===== src/rtl/bound_stream_reducer.sv =====
// Folds per-beat lower/upper candidates into the tightest interval over a frame.
// The interval is then held for the consumer behind a valid/ready handshake.
module bound_stream_reducer #(
    parameter int NUMBER_SIZE = 4,
    parameter int COUNT_SIZE  = 4
) (
    input  logic                   clk,
    input  logic                   reset,
    input  logic                   in_valid,
    output logic                   in_ready,
    input  logic                   in_last,
    input  logic [NUMBER_SIZE-1:0] lower_candidate,
    input  logic                   lower_activation,
    input  logic [NUMBER_SIZE-1:0] upper_candidate,
    input  logic                   upper_activation,
    output logic                   out_valid,
    input  logic                   out_ready,
    output logic [NUMBER_SIZE-1:0] lower_bound,
    output logic                   lower_bound_activation,
    output logic [NUMBER_SIZE-1:0] upper_bound,
    output logic                   upper_bound_activation,
    output logic                   feasible,
    output logic [COUNT_SIZE-1:0]  active_count
);

    localparam logic [NUMBER_SIZE-1:0] NUM_MIN   = {1'b1, {(NUMBER_SIZE-1){1'b0}}};
    localparam logic [NUMBER_SIZE-1:0] NUM_MAX   = {1'b0, {(NUMBER_SIZE-1){1'b1}}};
    localparam logic [COUNT_SIZE-1:0]  COUNT_MAX = {COUNT_SIZE{1'b1}};

    typedef enum logic {ACCUM, HOLD} state_t;

    state_t state_q, state_d;

    logic [NUMBER_SIZE-1:0] lowAcc_q, upAcc_q;
    logic                   lowAct_q, upAct_q;
    logic [COUNT_SIZE-1:0]  count_q;

    logic [NUMBER_SIZE-1:0] lowRes_q, upRes_q;
    logic                   lowResAct_q, upResAct_q, feasRes_q;
    logic [COUNT_SIZE-1:0]  countRes_q;

    logic [NUMBER_SIZE-1:0] lowFold_d, upFold_d;
    logic                   lowFoldAct_d, upFoldAct_d, feasFold_d;
    logic [COUNT_SIZE-1:0]  countFold_d;
    logic                   acceptBeat;

    assign acceptBeat = (state_q == ACCUM) && in_valid;

    always_ff @(posedge clk or posedge reset) begin
        if (reset) begin
            state_q <= ACCUM;
        end else begin
            state_q <= state_d;
        end
    end

    always_comb begin
        state_d = state_q;
        case (state_q)
            ACCUM:   if (in_valid && in_last) state_d = HOLD;
            HOLD:    if (out_ready) state_d = ACCUM;
            default: state_d = ACCUM;
        endcase
    end

    // in_ready is a pure function of state, so there is no out_ready -> in_ready path.
    always_comb begin
        in_ready  = (state_q == ACCUM);
        out_valid = (state_q == HOLD);
    end

    // Strict comparisons: a tie keeps the value already in the accumulator.
    always_comb begin
        lowFold_d    = lowAcc_q;
        upFold_d     = upAcc_q;
        lowFoldAct_d = lowAct_q | lower_activation;
        upFoldAct_d  = upAct_q | upper_activation;
        countFold_d  = count_q;
        if (lower_activation &&
            (!lowAct_q || ($signed(lower_candidate) > $signed(lowAcc_q)))) begin
            lowFold_d = lower_candidate;
        end
        if (upper_activation &&
            (!upAct_q || ($signed(upper_candidate) < $signed(upAcc_q)))) begin
            upFold_d = upper_candidate;
        end
        if ((lower_activation || upper_activation) && (count_q != COUNT_MAX)) begin
            countFold_d = count_q + COUNT_SIZE'(1);
        end
        feasFold_d = !lowFoldAct_d || !upFoldAct_d ||
                     ($signed(lowFold_d) <= $signed(upFold_d));
    end

    always_ff @(posedge clk or posedge reset) begin
        if (reset) begin
            lowAcc_q    <= NUM_MIN;
            upAcc_q     <= NUM_MAX;
            lowAct_q    <= 1'b0;
            upAct_q     <= 1'b0;
            count_q     <= '0;
            lowRes_q    <= NUM_MIN;
            upRes_q     <= NUM_MAX;
            lowResAct_q <= 1'b0;
            upResAct_q  <= 1'b0;
            feasRes_q   <= 1'b1;
            countRes_q  <= '0;
        end else if (acceptBeat) begin
            if (in_last) begin
                lowRes_q    <= lowFold_d;
                upRes_q     <= upFold_d;
                lowResAct_q <= lowFoldAct_d;
                upResAct_q  <= upFoldAct_d;
                feasRes_q   <= feasFold_d;
                countRes_q  <= countFold_d;
                lowAcc_q    <= NUM_MIN;
                upAcc_q     <= NUM_MAX;
                lowAct_q    <= 1'b0;
                upAct_q     <= 1'b0;
                count_q     <= '0;
            end else begin
                lowAcc_q    <= lowFold_d;
                upAcc_q     <= upFold_d;
                lowAct_q    <= lowFoldAct_d;
                upAct_q     <= upFoldAct_d;
                count_q     <= countFold_d;
            end
        end
    end

    assign lower_bound            = lowRes_q;
    assign lower_bound_activation = lowResAct_q;
    assign upper_bound            = upRes_q;
    assign upper_bound_activation = upResAct_q;
    assign feasible               = feasRes_q;
    assign active_count           = countRes_q;

endmodule

===== config.mk =====
export PLATFORM = sky130hd
export DESIGN_NAME = bound_stream_reducer
export DESIGN_NICKNAME = d
export VERILOG_FILES = /design/src/rtl/bound_stream_reducer.sv
export SDC_FILE = /design/constraint.sdc
export NUM_CORES = 1
export LEC_CHECK = 0
export BUFFER_PORTS_ARGS = -buffer_cell sky130_fd_sc_hd__buf_2
export CAP_MARGIN = 0
export CORE_UTILIZATION = 61
export CTS_BUF_LIST = sky130_fd_sc_hd__clkbuf_8
export CTS_CLUSTER_SIZE = 8
export DETAILED_ROUTE_END_ITERATION = 10
export HOLD_SLACK_MARGIN = 0.05
export PLACE_DENSITY = 0.87
export SYNTH_ARGS = -nofsm -noshare
export SYNTH_HDL_FRONTEND = slang
export SYNTH_SLANG_ARGS = --single-unit

===== constraint.sdc =====
create_clock -name clk -period 6.3 [get_ports clk]
set_input_delay 0.315 -clock clk [delete_from_list [all_inputs] [get_ports clk]]
set_output_delay 0.315 -clock clk [all_outputs]
set_load 0.02 [all_outputs]

# ---- After elaboration in Yosys (flattened, before gate mapping)
# Index checks and enable logic that the tools add are counted.
dict set report op_classes {
  n_mul 0
  magnitude_cmp 3
  reduce_logical 15
  add_sub_neg 1
  shifts 0
  eq_ne 1
  n_div 0
  muxes 11
  n_bitwise 3
}
# op count
set op_table {}
lappend op_table {{$mux W4} 6}
lappend op_table {{$logic_and A1 B1 Y1} 5}
lappend op_table {{$logic_or A1 B1 Y1} 5}
lappend op_table {{$add A4 B1 Y4 const B} 1}
lappend op_table {{$gt A4 B4 Y1} 1}
lappend op_table {{$le A4 B4 Y1} 1}
lappend op_table {{$logic_not A1 Y1} 4}
lappend op_table {{$lt A4 B4 Y1} 1}
lappend op_table {{$mux W1} 4}
lappend op_table {{$ne A4 B4 Y1 const B} 1}
lappend op_table {{$or A1 B1 Y1} 2}
lappend op_table {{$pmux W1 S2} 1}
lappend op_table {{$reduce_and A2 Y1} 1}
lappend op_table {{$not A1 Y1} 1}
dict set report totals {
  ram_bits 0
  reg_bits 30
  in_bits 15
  elab_cells 46
  romBits 0
  latch_bits 0
  output_inout_bits 17
  n_memories 0
}

# ---- Logic depth before layout (Yosys ltp)
# Gate-level depths: netlist of the first run.
dict set report depth {
  word_depth 6
  mapped_depth 12
  ltp_nobuf 12
}

# ---- Least setup slack after synthesis of the first run
# Ideal clock, no wire load.
dict set report synth_timing {
  kind {reg2reg}
  from {register lowAcc_q[3]}
  to {register feasRes_q, in the netlist feasible}
  stages_incl_launch_ff 13
  period_less_slack_ns 2.657
  n_path_buf 0
  required_time_ns 6.227
  slack_ns 3.643
  t_arrival_ns 2.584
  setup_ns 0.073
  path_cell_list {dfstp_2 -> inv_1 -> ha_1 -> and4_1 -> o21ai_0 -> o211ai_1 -> mux2_2 -> ha_1 -> nor2b_1 -> o21a_1 -> nor3_1 -> o22ai_1 -> a21oi_1}
}
dict set report synth_via {
  elab_chain_cells 6
}
# element line
set synth_rtl {}
lappend synth_rtl {{start: declaration} 34} ;# logic [NUMBER_SIZE-1:0] lowAcc_q, upAcc_q;
lappend synth_rtl {{start signal: assignment} 121} ;# lowAcc_q <= lowFold_d;
lappend synth_rtl {{$gt A4 B4 Y1} 80} ;# (!lowAct_q || ($signed(lower_candidate) > $signed(lowAcc_q)))) begin
lappend synth_rtl {{$logic_or A1 B1 Y1} 80}
lappend synth_rtl {{$logic_and A1 B1 Y1} 79} ;# if (lower_activation &&
lappend synth_rtl {{$mux W4} 79}
lappend synth_rtl {{named net lowFold_d[1]} 42} ;# logic [NUMBER_SIZE-1:0] lowFold_d, upFold_d;
lappend synth_rtl {{$le A4 B4 Y1} 91} ;# ($signed(lowFold_d) <= $signed(upFold_d));
lappend synth_rtl {{$logic_or A1 B1 Y1} 90} ;# feasFold_d = !lowFoldAct_d || !upFoldAct_d ||
lappend synth_rtl {{end signal: assignment} 113} ;# feasRes_q <= feasFold_d;
lappend synth_rtl {{end: declaration} 39} ;# logic lowResAct_q, upResAct_q, feasRes_q;
# The timed path passes the listed nets, and every way through them passes these cells.
# A chain may end at the register's enable or synchronous reset.

# ---- Worst setup path in the final report of the first run
# Same ends and word-level chain as after synthesis.

==> results.md, run 1 <==
* Outcome: completed
* Syn Inst Count at 160
* # IOs at 32
* R2R Setup Slk at 3330 ps
* Top cells by count, synth: 21 x dfrtp_1, 17 x nand2_1, 16 x o21ai_0
* Post-Route Setup TNS at 0 ps
* Initial antenna violation count at 0
* ANT cells at 0
* CTS-repair resized insts at 0
* CTS tree: yes
* Post-CTS setup buffers at 0
* Pleak at a little over 0.9 nW
* DIE AREA at 2860 um^2
* Post-synth EDFFs at 0
* Root Buffer: clkbuf_8
* Top-count cell post-synth: dfrtp_1
* Global-route wire length before repair at about 5200 um
* CP max-delay cell: dfstp_2
* Synthesized flop and latch total at 30
* RePlAce Congestion at slightly below 0.8
* Vias in the first global route at ~1,200
* Clk_lat worst skew at 280 ps
* Die height at ~53 um
* GRT overflow at 0
* Worst endpoint required time at 6510 ps
* Total GRT Usage at 26.7%
* Largest net degree at the start of global routing at 31
* Share of post-route cells with drive strength above 1 at 28.1%
* Slew headroom at about 30%
* CTS clk-pin slew, worst paths at 60 ps
* Min Tclk post-route at 2970 ps
* Net count, final at 223
* Total number of vias at 1,301
* Rows at 18
* HP Class: input port to register
* Crit-path most repeated cell: ha_1
* Power Density at 330 nW/um^2
* Critical Path Fanout Max at 4
* Clock sink total at 30
* Area grow syn2layout at 16.8%
* Slew Viols, Final at 0
* Final Hold Fails at 0
* Cts bufs inserted at 5
* Clk buf depth at 2
* Die X at about 53 um
* DRC Markers at 0
* Port bufs at 31
* Max cap viols at 0
* Post-DRT Antenna Nets at 0
* Setup repair after global routing missed its margin: no
* Design Area, Final at 1890 um^2
* Placement Cell Area at ~1800 um^2
* DRT iter0 DRCs at 33
* WL per Instance at 14.5 um
* CP startpoint kind: register
* Area share of the leading cell type in the synthesized netlist at around a third
* Syn. warnings at 0
* Vias per cell at 5.76
* Clock Skews at 7.31 ps
* Top FF cell, synth: dfrtp_1
* Yosys cell types at 33
* Largest area contributor in the netlist: dfrtp_1
* Worst Tran Pin Value at 1060 ps
* Register area share after synthesis at between 40% and 50%
* Initial Util at 64.6%
* WHS at 229 ps
* Achievable Freq at 337 MHz
* Number of H-tree levels at 2
* Drt pass-1 iters at 4
* Cts hold-fix bufs at 0
* Mapped cell area at 1610 um^2
* Critical Path, Cell by Cell: inv_1, ha_1, and4_1, o21ai_0, o211ai_1, mux2_2, ha_1, nor2b_1, o21a_1, nor3_1, o22ai_1, a21oi_1
* Largest cells by area after synthesis: dfrtp_1 33%, dfstp_2 15%, ha_1 9.3%
* Period utilization at 47.1%
* Synth Net Count at ~190
* Core region area at 2500 um^2
* Final setup vio count at 0
* Total Wirelength at 3290 um
* CP arrival at 3170 ps
* Setup Crit Path Kind: register to register
* FFs w/ async S/R, synth at 100%
* Avg Inst Size Synth at 10.1 um^2
* Largest incremental delay on the critical path at around 510 ps
* Max IR drop VDD at 0.323 mV
* Crit end category: register
* HPWL Detailed at between 2000 and 3000 um
==> power by group <==
part	leakage (nW)	internal, W	switching (W)
combinational	0.520	0.0000815	0.000122
clock	0.0485	0.0000846	0.0000632
sequential	0.366	0.000244	0.0000266
total	0.934	0.000410	0.000212
==> per-layer routing <==
| metal | track usage (%) | vias up | wire length, um |
|---|---|---|---|
| li1 | - | 639 | - |
| met1 | 31.4 | 620 | 1460 |
| met2 | 44.4 | 38 | 1620 |
| met3 | 8.91 | 4 | 165 |
| met4 | 10.1 | 0 | 42 |
| met5 | 0 | - | 0 |
==> cells in the final DEF, fill, tap and decap left out, drive strengths merged, types with 2 or more instances in the layout <==
master	count
nand2	17
inv	14
nand3	4
nand2b	2
nor2	12
o21ai	18
ha	12
o21a	3
clkbuf	6
dfrtp	21
buf	31
dfstp	9
o32a	3
a21oi	8
mux2i	6
mux2	7
nor3	4
nor2b	4
a32o	3
==> per-stage QoR <==
| stage | power [W] | setup WS [ps] | cells | util [%] |
|---|---|---|---|---|
| 6_report | 0.000622 | 3330 | 226 | 75.4 |
| 5_1_grt | 0.000664 | 3150 | 226 | 75.4 |
| 4_1_cts | 0.000628 | 3340 | 226 | 75.4 |
| 3_5_place_dp | 0.000477 | 3350 | 219 | 72.0 |
| 3_3_place_gp | 0.000464 | 3510 | 219 | 72.0 |
| 2_1_floorplan | 0.000413 | 3640 | 160 | - |
==> sequential cells by signal, indices dropped and copies added, names as in the netlist, 4 cells and up <==
| name | cells |
|---|---|
| upper_bound | 4 |
| active_count | 4 |
| count_q | 4 |
| upAcc_q | 4 |
| lowAcc_q | 4 |
| lower_bound | 4 |
==> worst paths after layout <==
kind / startpoint / endpoint / cells past startpoint
max: lowAcc_q[3] / feasible / 12
min: out_ready / out_valid / 2
max reg2reg: lowAcc_q[3] / feasible / 12
min reg2reg: active_count[1] / active_count[1] / 2
max in group asynchronous: reset / lower_bound[1] / 2
min in group asynchronous: reset / active_count[1] / 2
==> cells by family after synthesis <==
logic type | Yosys count | synth area share, %
compound gates | 42 | 17.1
xor+xnor | 2 | 1.09
flops | 30 | 47.2
simple gates | 46 | 13.0
buf+inv | 15 | 3.49
mux | 13 | 8.84
fa+ha+maj | 12 | 9.30
==> final cells by class <==
cell class                      instances  area [um^2]
Timing Repair Buffer                   31          155
Multi-Input combinational cell        115          796
Inverter                               13         48.8
Sequential cell                        30          762
Fill cell                             183          614
Tap cell                               30         37.5
Clock inverter                          1         3.75
Clock buffer                            6         82.6
==> critical path, delay by kind of cell (launching register included) <==
kind / cells / cell delay, ps
compound gates: 5 / 920
fa+ha+maj: 2 / 600
flops: 1 / 510
simple gates: 3 / 450
mux: 1 / 360
buf+inv: 1 / 60
Power figures use the tool's default switching activity.
==> run 2: changes to the inputs <==
--- a/config.mk
+++ b/config.mk
@@ -5,14 +5,15 @@
 export SDC_FILE = /design/constraint.sdc
 export NUM_CORES = 1
 export LEC_CHECK = 0
+export ABC_AREA = 1
 export BUFFER_PORTS_ARGS = -buffer_cell sky130_fd_sc_hd__buf_2
 export CAP_MARGIN = 0
-export CORE_UTILIZATION = 61
+export CORE_UTILIZATION = 57
 export CTS_BUF_LIST = sky130_fd_sc_hd__clkbuf_8
 export CTS_CLUSTER_SIZE = 8
 export DETAILED_ROUTE_END_ITERATION = 10
 export HOLD_SLACK_MARGIN = 0.05
-export PLACE_DENSITY = 0.87
+export PLACE_DENSITY = 0.81
 export SYNTH_ARGS = -nofsm -noshare
 export SYNTH_HDL_FRONTEND = slang
 export SYNTH_SLANG_ARGS = --single-unit
==> constraint.sdc (replaced) <==
create_clock -name clk -period 2.95 [get_ports clk]
set_input_delay 0.1475 -clock clk [delete_from_list [all_inputs] [get_ports clk]]
set_output_delay 0.1475 -clock clk [all_outputs]
set_load 0.02 [all_outputs]
==> results.md, run 2 <==
* Mapped cell area at 1790 um^2 (+11%)
* Net count, final at 291 (+30%)
* CP startpoint kind: register
* Clk buf depth at 2 (unchanged)
* CP arrival at 2540 ps (-630 ps)
* Total number of vias at 1,536 (+18%)
* Pleak at 1.16 nW (+24%)
* Final Hold Fails at 0 (unchanged)
* Commonest non-fill, non-tap cell in the layout: nand2_1
* Die height at 58.0 um (+8.5%)
* Largest net degree at the start of global routing at 28 (-9.7%)
* Number of H-tree levels at 2 (unchanged)
* Synth Net Count at 255 (+36%)
* Max IR drop VDD at 0.439 mV (+36%)
* Post-Route Setup TNS at 0 ps (unchanged)
* Yosys cell types at 29 (-12%)
* Die X at 58.0 um (+8.5%)
* Dpl ws at 621 ps (-2730 ps)
* DRC Markers at 3 (+3)
* Top FF cell, synth: dfrtp_1
* Most frequent cells in the layout: 74 x nand2_1, 32 x inv_1, 31 x buf_2
* Post-DRT Antenna Nets at 0 (unchanged)
* Synthesized flop and latch total at 30 (unchanged)
* Top-count cell post-synth: nand2_1
* CTS tree: yes
* Port bufs at 31 (unchanged)
* Root Buffer: clkbuf_8
* Outcome: complete, but fails checks
* Rows at 19 (+1)
* DIE AREA at 3360 um^2 (+18%)
* Worst endpoint required time at 3160 ps (-3350 ps)
* Syn Inst Count at 228 (+43%)
* Vias per cell at 5.19 (-9.9%)
* Period utilization at 79.0% (+32 points)
* CTS-repair resized insts at 0 (unchanged)
* DRT iter0 DRCs at 83 (+150%)
* Largest cells by area after synthesis: dfrtp_1 29%, nand2_1 16%, dfstp_2 13%
* Slew headroom at 33.7% (+4.5 points)
* Post-synth EDFFs at 0 (unchanged)
* Clk_lat worst skew at 290 ps (about the same)
* Clock Skews at 5.02 ps (-2.29 ps)
* Setup Crit Path Kind: register to register
* Slew Viols, Final at 0 (unchanged)
* WL per Instance at 12.1 um (-17%)
* Clock sink total at 30 (unchanged)
* Core region area at 2850 um^2 (+14%)
* Top cells by count, synth: 74 x nand2_1, 31 x inv_1, 25 x nand3_1
* Worst Tran Pin Value at 994 ps (-67.0 ps)
* Vias in the first global route at 1,385 (+15%)
* Initial Util at 62.7% (-1.9 points)
* Final setup vio count at 0 (unchanged)
* ANT cells at 0 (unchanged)
* GRT overflow at 0 (unchanged)
* Drt pass-1 iters at 7 (+3)
* Cts bufs inserted at 5 (unchanged)
* Total Wirelength at 3570 um (+8.6%)
* Failing checks: design-rule violations
* Avg Inst Size Synth at 7.84 um^2 (-22%)
* Achievable Freq at 429 MHz (+27%)
* Largest area contributor in the netlist: dfrtp_1
* Share of post-route cells with drive strength above 1 at 24.2% (-3.9 points)
* Worst setup margin at 620 ps (-2710 ps)
* Initial antenna violation count at 0 (unchanged)
* # IOs at 32 (unchanged)
* Syn. warnings at 0 (unchanged)
* HP Class: input port to asynchronous set/reset pin
* RePlAce Congestion at 0.850 (+11%)
* CTS clk-pin slew, worst paths at 60 ps (about the same)
* Min Tclk post-route at 2330 ps (-636 ps)
* Critical Path Fanout Max at 5 (+1)
* HPWL Detailed at 2600 um (+2.4%)
* Setup repair after global routing missed its margin: no
* Area share of the leading cell type in the synthesized netlist at 29.4% (-3.2 points)
* Total GRT Usage at 24.3% (-2.4 points)
* FFs w/ async S/R, synth at 100% (unchanged)
* Global-route wire length before repair at 5930 um (+14%)
* Area grow syn2layout at 15.4%
* Power Density at 656 nW/um^2 (+99%)
* Crit end category: register
* Max cap viols at 0 (unchanged)
* Register area share after synthesis at 42.6% (-4.6 points)
-- run 2: cell count changes after synthesis, sizes merged, moves of 4 or more --
cell | previous run | this run
a21oi | 8 | 2
inv | 13 | 33
mux2i | 6 | 0
buf | 0 | 5
nand3 | 4 | 25
nand2 | 17 | 79
mux2 | 7 | 0
nor2b | 4 | 0
-- run 2: logic make-up (layout without fill, tap and decap cells) --
group / count (synthesis) / after routing / share of synthesized area, %
adder cells (fa/ha/maj): 12 / 12 / 8.40
AO/OA/AOI/OAI: 24 / 24 / 8.40
AND/OR/NAND/NOR: 123 / 123 / 31.3
buffers and inverters: 39 / 76 / 9.31
flip-flops: 30 / 30 / 42.6
-- run 2: metrics by stage --
stage          power, W  util [%]  cell area (um^2)  hold WS (ps)  instances
2_1_floorplan  0.000900         -              1790           232        228
3_3_place_gp    0.00101      68.8              1960           326        287
3_5_place_dp    0.00102      68.8              1960           336        287
4_1_cts         0.00137      72.3              2060           118        296
5_1_grt         0.00145      72.3              2060           184        296
6_report        0.00135      72.3              2060          82.5        296
-- run 2: area by class of cell --
type	instances	area, um^2
clock buffer	6	82.6
clock inverter	2	8.76
fill	234	790
inverter	33	124
multi-input combinational	159	860
sequential	30	762
tap	31	38.8
timing repair buffer	35	188
-- run 2: final timing paths --
path,from,endpoint,slack [ps],cells past startpoint
setup reg to reg,lowAcc_q[3],feasible,620,15
hold / removal,reset,out_valid,80,2
min in group clk,upper_candidate[1],upAcc_q[1],210,5
setup / recovery,lowAcc_q[3],feasible,620,15
hold reg to reg,upper_bound[1],upper_bound[1],470,2
max in group asynchronous,reset,upAcc_q[0],2140,3
-- run 2: critical path, cell delays in order (launching register included) --
cell and delay [ps]:
dfstp_2 520, inv_1 50, ha_1 300, nor3b_2 160, nand2_1 70, nand2_1 70
nand2_2 90, nand2_2 100, nand2_1 80, and2_1 140, ha_1 290, nand2_1 50
o211ai_1 150, nand2_1 80, nand2_1 60, a21oi_1 60
-- run 2: metal layers --
| metal | wire length [um] | track usage (%) | vias up |
|---|---|---|---|
| li1 | - | - | 797 |
| met1 | 1690 | 30.6 | 692 |
| met2 | 1620 | 36.8 | 43 |
| met3 | 184 | 9.15 | 4 |
| met4 | 63 | 12.2 | 0 |
| met5 | 0 | 0 | - |
-- run 2: timing repair --
item,in CTS,in global routing
buffers inserted,0,0
endpoints found under the hold margin,1,0
hold buffers,1,0
-- run 2: report_power, final --
| part | total, W | switching (W) | leakage (nW) | internal (W) |
|---|---|---|---|---|
| logic | 0.000459 | 0.000292 | 0.740 | 0.000167 |
| registers | 0.000558 | 0.0000426 | 0.365 | 0.000515 |
| clock network | 0.000338 | 0.000154 | 0.0524 | 0.000184 |
| total | 0.00135 | 0.000488 | 1.16 | 0.000866 |
==> run 3: changes to the inputs <==
--- a/config.mk
+++ b/config.mk
@@ -8,12 +8,12 @@
 export ABC_AREA = 1
 export BUFFER_PORTS_ARGS = -buffer_cell sky130_fd_sc_hd__buf_2
 export CAP_MARGIN = 0
-export CORE_UTILIZATION = 57
+export CORE_UTILIZATION = 52
 export CTS_BUF_LIST = sky130_fd_sc_hd__clkbuf_8
 export CTS_CLUSTER_SIZE = 8
 export DETAILED_ROUTE_END_ITERATION = 10
 export HOLD_SLACK_MARGIN = 0.05
-export PLACE_DENSITY = 0.81
+export PLACE_DENSITY = 0.78
 export SYNTH_ARGS = -nofsm -noshare
 export SYNTH_HDL_FRONTEND = slang
 export SYNTH_SLANG_ARGS = --single-unit
==> constraint.sdc (replaced) <==
create_clock -name clk -period 1.9 [get_ports clk]
set_input_delay 0.095 -clock clk [delete_from_list [all_inputs] [get_ports clk]]
set_output_delay 0.095 -clock clk [all_outputs]
set_load 0.02 [all_outputs]
==> results.md, run 3 (synthesis gave the netlist of run 2 again) <==
* CTS clk-pin slew, worst paths at 70 ps (about the same)
* DIE AREA at 3680 um^2 (+9.3%)
* Rows at 20 (+1)
* Setup repair after global routing missed its margin: yes
* Period utilization at 121% (+42 points)
* Inst Count DP at 320 (+11%)
* Final Hold Fails at 0 (unchanged)
* Worst Tran Pin Value at 389 ps (-604 ps)
* Max cap viols at 0 (unchanged)
* WL per Instance at 13.0 um (+8.0%)
* Final Core Density at 76.5% (+4.2 points)
* Net count, final at 315 (+8.2%)
* Cts bufs inserted at 5 (unchanged)
* Worst endpoint required time at 2110 ps (-1050 ps)
* Port bufs at 31 (unchanged)
* Clock Skews at 3.94 ps (-1.07 ps)
* Final setup vio count at 1 (+1)
* Outcome: complete, but fails checks
* CP max-delay cell: dfstp_2
* Pleak at 1.29 nW (+11%)
* Total Wirelength at 4330 um (+21%)
* Vias in the first global route at 1,536 (+11%)
* Setup Crit Path Kind: register to register
* HPWL Detailed at 2840 um (+9.3%)
* # IOs at 32 (unchanged)
* GRT overflow at 0 (unchanged)
* Clk_lat worst skew at 280 ps (about the same)
* Critical Path, Cell by Cell: inv_2, ha_4, nor3b_2, nand2_1, nand2_1, nand2_2, nand2_4, nand2_2, and2_4, ha_4, nand2_2, o211ai_1, nand2_1, nand2_1, a21oi_2
* Die height at 60.6 um (+4.5%)
* Tot Pwr at 0.00246 W (+82%)
* Die X at 60.6 um (+4.5%)
* Reg area at 762 um^2 (unchanged)
* Number of H-tree levels at 2 (unchanged)
* Total number of vias at 1,691 (+10%)
* Power Density at 1020 nW/um^2 (+56%)
* Achievable Freq at 436 MHz (+1.6%)
* Non-filler instance count after layout at 333 (+13%)
* Total GRT Usage at 25.2% (+0.84 points)
* Commonest non-fill, non-tap cell in the layout: nand2_1
* Fillers at 231 (-1.3%)
* Post-DRT Antenna Nets at 0 (unchanged)
* Slew headroom at 73.8% (+40 points)
* Global-route wire length before repair at 6710 um (+13%)
* Crit end category: register
* WP buf/inv at 1 (unchanged)
* Crit-path most repeated cell: nand2_1
* Area occupied by multi-input gates at 978 um^2 (+14%)
* Most frequent cells in the layout: 66 x nand2_1, 31 x buf_2, 30 x inv_1
* Cell family with most CP delay: simple AND/OR/NAND/NOR gates
* Root Buffer: clkbuf_8
* Drt pass-1 iters at 4 (-3)
* Initial antenna violation count at 0 (unchanged)
* Core region area at 3150 um^2 (+11%)
* DRT iter0 DRCs at 110 (+33%)
* Failing checks: negative setup slack
* Largest incremental delay on the critical path at 540 ps (+20 ps)
* Max IR drop VDD at 0.681 mV (+55%)
* RePlAce Congestion at 0.844 (-0.67%)
* Share of post-route cells with drive strength above 1 at 37.7% (+14 points)
* CP arrival at 2500 ps (-40 ps)
* Post-Route Setup TNS at -394 ps (-394 ps)
* Clk buf depth at 2 (unchanged)
* Slew Viols, Final at 0 (unchanged)
* HP Class: input port to register
* DRC Markers at 0 (-3)
* Area grow syn2layout at 35.0%
* Vias per cell at 5.08 (-2.1%)
* Critical Path Fanout Max at 5 (unchanged)
* Largest net degree at the start of global routing at 31 (+11%)
* ANT cells at 0 (unchanged)
* CP startpoint kind: register
* Initial Util at 56.7% (-6.0 points)
* CTS tree: yes
* Clock sink total at 30 (unchanged)
* Min Tclk post-route at 2290 ps (-36.2 ps)
* Worst setup margin at -394 ps (-1010 ps)
-- run 3: changes by cell type in the layout (fill, tap and decap cells not counted), moves of 4 or more --
cell	delta
buf_4	+19
buf_6	+4
ha_1	-5
ha_4	+5
nand2_1	-8
nand2_2	+6
-- run 3: layer usage --
layer,up-vias,track usage (%),wire [um]
met3,10,5.76,237
met5,-,0,0
met1,778,31.4,1820
met2,59,44.0,2210
met4,0,6.49,70
li1,844,-,-
-- run 3: cell type report --
type | instances | share of cell area (%)
tap | 44 | 2.28
timing repair buffer | 59 | 16.0
multi-input combinational | 159 | 40.5
sequential | 30 | 31.6
clock buffer | 5 | 2.85
clock inverter | 3 | 1.66
inverter | 33 | 5.13
-- run 3: stage by stage --
step	instance area [um^2]	setup slack, ps	hold slack [ps]
global placement	2140	-305	183
detailed placement	2140	-392	206
floorplan	1800	-250	179
CTS	2350	-342	173
global route	2410	-499	212
finish	2410	-394	191
-- run 3: tightest hold or removal path: stages --
cell and delay, ps:
buf_2 130, nand3_1 80, nand3_1 70, nand2_1 60, inv_1 30
-- run 3: repair_timing --
action                     CTS  global route
hold endpoints to repair    22             0
hold buffers                 2             0
setup endpoints to repair    1             7
gates resized for setup     12            14
buffers inserted             3             0
pin swaps                    8             2
-- run 3: path summary, 6_finish.rpt --
path / start / end / slack, ps / cells after the start
setup reg to reg: lowAcc_q[3] / feasible / -390 / 15
setup / recovery: lowAcc_q[3] / feasible / -390 / 15
hold / removal: upper_candidate[1] / upAcc_q[1] / 190 / 5
min in group asynchronous: reset / count_q[0] / 430 / 4
max in group asynchronous: reset / lower_bound[3] / 1140 / 4
hold reg to reg: upper_bound[2] / upper_bound[2] / 470 / 2
-- run 3: where the power goes --
part	leakage [nW]	switching (W)	total [W]	internal (W)
clock	0.0579	0.000248	0.000634	0.000385
sequential	0.365	0.0000690	0.000868	0.000799
combinational	0.866	0.000554	0.000962	0.000409
total	1.29	0.000871	0.00246	0.00159
